[config.mk]
export PLATFORM = sky130hd
export DESIGN_NAME = datapath_sequencer
export DESIGN_NICKNAME = d
export VERILOG_FILES = /design/src/rtl/datapath_sequencer_pkg.sv /design/src/rtl/datapath_sequencer_reg_onehot_decoder.sv /design/src/rtl/datapath_sequencer.sv
export SDC_FILE = /design/constraint.sdc
export NUM_CORES = 1
export LEC_CHECK = 0
export CORE_MARGIN = 4
export CORE_UTILIZATION = 49
export DETAILED_ROUTE_END_ITERATION = 8
export PLACE_DENSITY = 0.9
export SLEW_MARGIN = 20
export SYNTH_ARGS = -nofsm -noshare
export SYNTH_HDL_FRONTEND = slang
export SYNTH_SLANG_ARGS = --single-unit
[constraint.sdc]
create_clock -name clk -period 3.6 [get_ports clk]
set_input_delay 0.72 -clock clk [delete_from_list [all_inputs] [get_ports clk]]
set_output_delay 0.72 -clock clk [all_outputs]
set_load 0.03 [all_outputs]
[src/rtl/datapath_sequencer_pkg.sv]
// -----------------------------------------------------------------------------
// datapath_sequencer_pkg
// Shared definitions for the instruction-driven datapath sequencer:
//   - sequencer state encoding
//   - special opcodes (NOP, HALT)
//   - instruction word field positions
//   - default parameter values for the idle mux select and immediate flag bit
// -----------------------------------------------------------------------------
package datapath_sequencer_pkg;

   typedef enum logic [2:0] {
      IDLE   = 3'd0,
      FETCH  = 3'd1,
      EXEC   = 3'd2,
      WRITE  = 3'd3,
      HALTED = 3'd4
   } state_t;

   localparam logic [7:0] OP_NOP  = 8'h00;
   localparam logic [7:0] OP_HALT = 8'hFF;

   // Instruction word layout: [31:24] opcode, [23:20] dest, [19:16] src, [15:0] imm
   localparam int OPC_MSB = 31;
   localparam int OPC_LSB = 24;
   localparam int DST_MSB = 23;
   localparam int DST_LSB = 20;
   localparam int SRC_MSB = 19;
   localparam int SRC_LSB = 16;
   localparam int IMM_MSB = 15;
   localparam int IMM_LSB = 0;

   localparam int         NREGS_DEFAULT    = 16;
   localparam logic [4:0] IDLE_SEL_DEFAULT = 5'h1F;
   localparam int         IMM_BIT_DEFAULT  = 4;

endpackage

[src/rtl/datapath_sequencer_reg_onehot_decoder.sv]
// -----------------------------------------------------------------------------
// reg_onehot_decoder
// Converts a 4-bit register index into a one-hot register write enable.
// Output is all zeros when i_valid is low, so at most one bit is ever set.
// Ports:
//   i_idx    in  4      destination register index
//   i_valid  in  1      decode enable
//   o_onehot out NREGS  one-hot write enable
// -----------------------------------------------------------------------------
module reg_onehot_decoder
   import datapath_sequencer_pkg::*;
#(
   parameter int NREGS = NREGS_DEFAULT
) (
   input  logic [3:0]       i_idx,
   input  logic             i_valid,
   output logic [NREGS-1:0] o_onehot
);

   always_comb begin
      o_onehot = '0;
      if (i_valid) begin
         o_onehot[i_idx] = 1'b1;
      end
   end

endmodule

[src/rtl/datapath_sequencer.sv]
// -----------------------------------------------------------------------------
// datapath_sequencer
// Fetches 32-bit instruction words over a valid/ready handshake and sequences
// the ALU datapath controls through FETCH -> EXEC -> WRITE. NOP skips WRITE,
// HALT parks the sequencer in HALTED until the next start pulse.
// Ports:
//   clk, reset (async, active-high), start (one-cycle pulse)
//   instr_valid/instr_data in, instr_ready out : instruction handshake
//   immediate, buff_en, enable, control1, control2, imm_control, opcode :
//       registered datapath controls
//   busy, halted, retired_count : status
// -----------------------------------------------------------------------------
module datapath_sequencer
   import datapath_sequencer_pkg::*;
#(
   parameter int         NREGS    = NREGS_DEFAULT,
   parameter logic [4:0] IDLE_SEL = IDLE_SEL_DEFAULT,
   parameter int         IMM_BIT  = IMM_BIT_DEFAULT
) (
   input  logic             clk,
   input  logic             reset,
   input  logic             start,
   input  logic             instr_valid,
   input  logic [31:0]      instr_data,
   output logic             instr_ready,
   output logic [15:0]      immediate,
   output logic             buff_en,
   output logic [NREGS-1:0] enable,
   output logic [4:0]       control1,
   output logic [4:0]       control2,
   output logic             imm_control,
   output logic [7:0]       opcode,
   output logic             busy,
   output logic             halted,
   output logic [15:0]      retired_count
);

   state_t           r_state,       w_state_nxt;
   logic [3:0]       r_dst,         w_dst_nxt;
   logic             r_instr_ready, w_instr_ready_nxt;
   logic [15:0]      r_immediate,   w_immediate_nxt;
   logic             r_buff_en,     w_buff_en_nxt;
   logic [NREGS-1:0] r_enable,      w_enable_nxt;
   logic [4:0]       r_control1,    w_control1_nxt;
   logic [4:0]       r_control2,    w_control2_nxt;
   logic             r_imm_control, w_imm_control_nxt;
   logic [7:0]       r_opcode,      w_opcode_nxt;
   logic             r_busy,        w_busy_nxt;
   logic             r_halted,      w_halted_nxt;
   logic [15:0]      r_retired,     w_retired_nxt;

   logic             w_hs;
   logic             w_imm_form;
   logic             w_dec_valid;
   logic [NREGS-1:0] w_dec_onehot;

   // Write enable is decoded from the latched destination during EXEC so it
   // lands in the WRITE-cycle register together with buff_en.
   assign w_dec_valid = (r_state == EXEC) && (r_opcode != OP_NOP);

   reg_onehot_decoder #(
      .NREGS(NREGS)
   ) u_dec (
      .i_idx   (r_dst),
      .i_valid (w_dec_valid),
      .o_onehot(w_dec_onehot)
   );

   always_comb begin
      w_hs       = (r_state == FETCH) && r_instr_ready && instr_valid;
      w_imm_form = instr_data[OPC_LSB + IMM_BIT];

      w_state_nxt       = r_state;
      w_dst_nxt         = r_dst;
      w_instr_ready_nxt = r_instr_ready;
      w_immediate_nxt   = r_immediate;
      w_buff_en_nxt     = r_buff_en;
      w_enable_nxt      = r_enable;
      w_control1_nxt    = r_control1;
      w_control2_nxt    = r_control2;
      w_imm_control_nxt = r_imm_control;
      w_opcode_nxt      = r_opcode;
      w_busy_nxt        = r_busy;
      w_halted_nxt      = r_halted;
      w_retired_nxt     = r_retired;

      case (r_state)
         IDLE: begin
            if (start) w_state_nxt = FETCH;
         end
         FETCH: begin
            if (w_hs) begin
               w_dst_nxt = instr_data[DST_MSB:DST_LSB];
               if (instr_data[OPC_MSB:OPC_LSB] == OP_HALT) begin
                  w_state_nxt = HALTED;
               end else begin
                  w_state_nxt       = EXEC;
                  w_instr_ready_nxt = 1'b0;
                  w_opcode_nxt      = instr_data[OPC_MSB:OPC_LSB];
                  w_control1_nxt    = {1'b0, instr_data[DST_MSB:DST_LSB]};
                  w_immediate_nxt   = instr_data[IMM_MSB:IMM_LSB];
                  w_imm_control_nxt = w_imm_form;
                  w_control2_nxt    = w_imm_form ? IDLE_SEL
                                                 : {1'b0, instr_data[SRC_MSB:SRC_LSB]};
               end
            end
         end
         EXEC: begin
            // Count is bumped here so it is visible in the WRITE cycle; a NOP
            // retires directly from EXEC.
            w_retired_nxt = r_retired + 16'd1;
            if (r_opcode == OP_NOP) begin
               w_state_nxt = FETCH;
            end else begin
               w_state_nxt   = WRITE;
               w_buff_en_nxt = 1'b1;
               w_enable_nxt  = w_dec_onehot;
            end
         end
         WRITE: begin
            w_state_nxt = FETCH;
         end
         HALTED: begin
            if (start) w_state_nxt = FETCH;
         end
         default: begin
            w_state_nxt = IDLE;
         end
      endcase

      // Entry actions shared by every path into FETCH / HALTED; opcode and
      // immediate intentionally keep their last values.
      if ((w_state_nxt == FETCH) && (r_state != FETCH)) begin
         w_instr_ready_nxt = 1'b1;
         w_busy_nxt        = 1'b1;
         w_halted_nxt      = 1'b0;
         w_enable_nxt      = '0;
         w_buff_en_nxt     = 1'b0;
         w_control1_nxt    = IDLE_SEL;
         w_control2_nxt    = IDLE_SEL;
         w_imm_control_nxt = 1'b0;
      end
      if ((w_state_nxt == HALTED) && (r_state != HALTED)) begin
         w_instr_ready_nxt = 1'b0;
         w_busy_nxt        = 1'b0;
         w_halted_nxt      = 1'b1;
         w_enable_nxt      = '0;
         w_buff_en_nxt     = 1'b0;
         w_control1_nxt    = IDLE_SEL;
         w_control2_nxt    = IDLE_SEL;
         w_imm_control_nxt = 1'b0;
      end
   end

   always_ff @(posedge clk or posedge reset) begin
      if (reset) r_state <= IDLE;
      else       r_state <= w_state_nxt;
   end

   always_ff @(posedge clk or posedge reset) begin
      if (reset) begin
         r_dst         <= '0;
         r_instr_ready <= 1'b0;
         r_immediate   <= '0;
         r_buff_en     <= 1'b0;
         r_enable      <= '0;
         r_control1    <= IDLE_SEL;
         r_control2    <= IDLE_SEL;
         r_imm_control <= 1'b0;
         r_opcode      <= '0;
         r_busy        <= 1'b0;
         r_halted      <= 1'b0;
         r_retired     <= '0;
      end else begin
         r_dst         <= w_dst_nxt;
         r_instr_ready <= w_instr_ready_nxt;
         r_immediate   <= w_immediate_nxt;
         r_buff_en     <= w_buff_en_nxt;
         r_enable      <= w_enable_nxt;
         r_control1    <= w_control1_nxt;
         r_control2    <= w_control2_nxt;
         r_imm_control <= w_imm_control_nxt;
         r_opcode      <= w_opcode_nxt;
         r_busy        <= w_busy_nxt;
         r_halted      <= w_halted_nxt;
         r_retired     <= w_retired_nxt;
      end
   end

   assign instr_ready   = r_instr_ready;
   assign immediate     = r_immediate;
   assign buff_en       = r_buff_en;
   assign enable        = r_enable;
   assign control1      = r_control1;
   assign control2      = r_control2;
   assign imm_control   = r_imm_control;
   assign opcode        = r_opcode;
   assign busy          = r_busy;
   assign halted        = r_halted;
   assign retired_count = r_retired;

endmodule

After elaboration in Yosys (flattened, before gate mapping):

Index checks and enable logic that the tools add are counted.

* output and inout port bits: 71
* input port bits: 36
* register bits: 78

* $lt $le $gt $ge: 2
* eq/ne operators: 11
* reductions and logical operators: 18
* bitwise logic cells: 1
* $add $sub $neg: 1
* muxes and demuxes: 41

Operators by type and width (count)
* two-way mux 16 bit: 5
* two-way mux 5 bit: 11
* two-way mux 1 bit: 19
* adder 16 x 1 -> 16 bit, second input constant: 1
* case mux 3 bit (4 select lines): 1
* two-way mux 3 bit: 3
* != test 3 x 1 -> 1 bit, second input constant: 3
* nonzero test 3 bit: 3
* equality test 8 bit, second input constant: 1
* zero test 8 bit: 1
* nonzero test 8 bit: 1
* equality test 3 x 1 -> 1 bit, second input constant: 2
* equality test 3 x 2 -> 1 bit, second input constant: 2
* equality test 3 bit, second input constant: 2
* logical AND 1 bit: 6
* AND reduction 3 bit: 2
* less-than comparator 4 x 5 -> 1 bit, second input constant: 1
* demux 1 bit (select 4 bit): 1
* >= comparator 4 x 1 -> 1 bit, second input constant: 1
* AND reduction 2 bit: 2
* zero test 3 bit: 1
* != test 3 bit, second input constant: 1
* two-way mux 2 bit: 1
* nonzero test 2 bit: 1
* other kinds (2): 2

Longest topological paths before layout:

* depth in word-level cells: 9
* mapped depth: 6
* gate-level depth less buffers: 4

By module:

From an unflattened synthesis, not the netlist that was laid out.

* cells, all modules: 273
* area total of the unflattened synthesis: 3286.9 µm²

By module, submodules not included
* datapath_sequencer: cells an instance 250, area each 3169.3 µm², times used 1, sequential area each 1964.4 µm²
* reg_onehot_decoder: cells an instance 23, area each 117.6 µm², times used 1, sequential area each 0.0 µm²

Least setup slack after synthesis:

No wires, ideal clock.

* kind: input-to-reg
* start: input instr_valid
* end: register r_immediate[4], in the netlist immediate[4]
* arrival time: 1.904 ns
* path slack: 1.568 ns
* cell stages on the path: 6
* buffers on the path: 2
* cell sequence: nand4b_1 -> or2_0 -> buf_2 -> nor2_8 -> buf_6 -> mux2_1

* word-level cells in the longest chain between the ends: 2

RTL lines
* from (decl): RTL line datapath_sequencer.sv:23 `input logic instr_valid,`
* logical AND 1 bit: RTL line datapath_sequencer.sv:70 `w_hs = (r_state == FETCH) && r_instr_ready && instr_valid;`
* AND reduction 3 bit (no line)
* to (signal assigned): RTL line datapath_sequencer.sv:177 `r_immediate <= w_immediate_nxt;`
* to (decl): RTL line datapath_sequencer.sv:41 `logic [15:0] r_immediate, w_immediate_nxt;`

No other way between the ends.
A chain may end at the register's enable or synchronous reset.

Worst setup path after layout:

* start: input instr_valid
* end: register r_opcode[2], in the netlist opcode[2]

* word-level cells in the longest chain between the ends: 2

RTL lines
* logical AND 1 bit: RTL line datapath_sequencer.sv:70
* AND reduction 3 bit (no line)
* to (signal assigned): RTL line datapath_sequencer.sv:183 `r_opcode <= w_opcode_nxt;`
* to (decl): RTL line datapath_sequencer.sv:47 `logic [7:0] r_opcode, w_opcode_nxt;`

No other way between the ends.

==> flow_summary.toml <==
[run_status]
outcome = "finished, final reports clean"

[critical_path]
cp_max_fo = 25
crit_required_ns = 3.82
startpoint_type = "input port"
end_kind = "register"
critPathKind = "input port to register"
arrival_ns = 2.63
r2r_cells = 5

[global_routing]
grt_pass1_wl_um = 12600
antenna_found_initial = 0
grt-ovfl-total = 0
first_global_vias = 2611
grt_max_degree = 63
grt_usage_pct = 20.7

[layout]
antennaDiodeCount = 0
nets = 415
multi_input_area_um2 = 1210
layout-drive-gt1-share_pct = 11.0
regArea_um2 = 1960
area_delta_synth_final_pct = 41.7
nFillCells = 443

[clock_network]
htreeDepth = 3
clock_latency_ns = 0.35
cts.clk_slew.worst_paths_ns = 0.07
cts_setup_buffers = 0
cts_buffers = 9
cts_sinks = 78
postCtsHoldBufs = 0
cts_root_buf = "clkbuf_8"
clockBufferDepth = 2
cts_tree = "built"
ctsResizeCount = 0

[placed_design]
place_congestion = 0.823
dp_worst_setup_slack_ns = 0.835
placement.io_buffers = 106
hpwl_um = 5820

[pwr]
powerDensity_nw_per_um2 = 821
leakagePower_nw = 1.95
vdd_drop_max_mv = 0.532

[timing]
final.period_utilization_pct = 66.8
tns_ns = 0
finalCriticalPeriod_ns = 2.41
fmax_ghz = 0.416
holdWs_ns = 0.474
setup_violations = 0
setup_ws_ns = 1.19
rsz0062_at_grt = "no"
tightest_slew_ns = 0.750
slew_violations = 0
fin_skew_ns = 0.00897
relSlewSlack_pct = 50.0
hold_viol_final = 0

[yosys]
synthTopCellsByCount = "dfrtp_1, mux2_1, nand2_1"
yosys_warnings = 0
synthFlopType = "dfrtp_1"
syn_area_um2 = 3260
synth_nets = 304
yosys_register_bits = 78
synthDistinctLibCells = 45
synth_top_cell_area_share_pct = 52.2
yosysTopAreaCell = "dfrtp_1"
synth_seq_area_share_pct = 60.2
ys_top_cells_by_area = "dfrtp_1, dfstp_2, mux2_1"
synth-edff-count = 0
syn_area_per_cell_um2 = 12.2
synth_cells = 267
yosysMostFrequentCell = "dfrtp_1"
synth-async-reset-ratio_pct = 100

[floorplan]
core_area_um2 = 6420
die-area_um2 = 8030
num_rows = 29
die_w_um = 89.6
initial_core_util_pct = 50.8
die_h_um = 89.6
pin_count = 107

[routing]
wl_um = 7830
avgViaCountPerCell = 5.45
drc = 0
drtPass1Iterations = 4
vias = 2507
dr.first_iter.drc_count = 119
wl_per_cell_um = 17.0
ant_nets = 0
met2_length_um = 4030
wl_met3_um = 451
top_layer = "met4"
met1_length_um = 3140

[hold_path]
whs_path_depth = 1
hp-class = "register to register"

[job]
drv_cap = 0
metrics by stage:
| step | utilization (%) | area [um2] | instances | total power, mW |
|---|---|---|---|---|
| final | 71.9 | 4620 | 460 | 3.79 |
| after global routing | 71.9 | 4620 | 460 | 3.98 |
| after CTS | 71.9 | 4620 | 460 | 3.82 |
| after detailed placement | 68.4 | 4400 | 444 | 3.09 |
| after global placement | 68.4 | 4400 | 444 | 3.04 |
| after floorplan | - | 3260 | 267 | 2.39 |
flip-flops by register name, indices dropped and copies added, names as in the netlist:
signal,count
enable,16
immediate,16
retired_count,16
opcode,8
control1,5
control2,5
r_dst,4
r_state,3
buff_en,1
busy,1
halted,1
imm_control,1
instr_ready,1
placed cells by master, fill, tap and decap left out, drive strengths merged:
cell type and instances:
a22o 6, dfstp 10, buf 4, o21a 1, nor4 4, clkinvlp 3, bufinv 2, nor2 21
o21bai 1, nor2b 2, nand2 21, o22a 6, or2 2, and2 1, clkdlybuf4s50 106, a21oi 14
a21o 2, a21boi 1, o221ai 1, dfrtp 68, or3 1, inv 9, mux2 22, a2111oi 1
nor3 10, ha 1, clkbuf 11, o21ai 11, a32o 2, nand3 6, xnor2 8, nor3b 1
a32oi 3, a22oi 3, xor2 7, or3b 2, nand4 5, and3 3, nand4b 1
critical path, stage by stage:
cell             delay (ns)
clkdlybuf4s50_1        0.50
nand4b_1               0.20
or2_0                  0.26
buf_4                  0.20
nor2_8                 0.37
mux2_1                 0.37
path summary, 6_finish.rpt:
path / startpoint / slack [ns] / endpoint
min reg2reg: retired_count[15] / 0.47 / retired_count[15]
max in group asynchronous: reset / 2.00 / immediate[7]
max reg2reg: r_state[1] / 1.55 / opcode[2]
max: instr_valid / 1.19 / opcode[2]
min in group asynchronous: reset / 0.85 / immediate[8]
min: retired_count[15] / 0.47 / retired_count[15]
final cells by class:
| cell class | count | area share [%] |
|---|---|---|
| Clock inverter | 5 | 1.79 |
| Clock buffer | 11 | 3.06 |
| Multi-Input combinational cell | 170 | 26.2 |
| Sequential cell | 78 | 42.5 |
| Inverter | 9 | 0.785 |
| Timing Repair Buffer | 110 | 23.6 |
| Tap cell | 77 | 2.09 |
per-layer routing:
metal  track usage (%)  vias to the layer above
met1              25.3                     1248
met2              34.6                       78
met5                 0                        -
met3              5.38                       15
li1                  -                     1166
met4              9.47                        0
cells by family after synthesis:
kind of cell | count (synthesis) | synth area share (%)
multiplexers | 22 | 7.60
buffers and inverters | 19 | 2.72
AND/OR/NAND/NOR | 80 | 13.5
AO/OA/AOI/OAI | 52 | 11.5
adder cells (fa/ha/maj) | 1 | 0.384
XOR/XNOR | 15 | 4.03
flip-flops | 78 | 60.2
where the power goes:
| group | total (mW) | internal (mW) | switching (mW) |
|---|---|---|---|
| Combinational | 1.66 | 0.696 | 0.967 |
| Clock | 0.719 | 0.409 | 0.310 |
| Sequential | 1.41 | 1.19 | 0.222 |
Power figures use the tool's default switching activity.
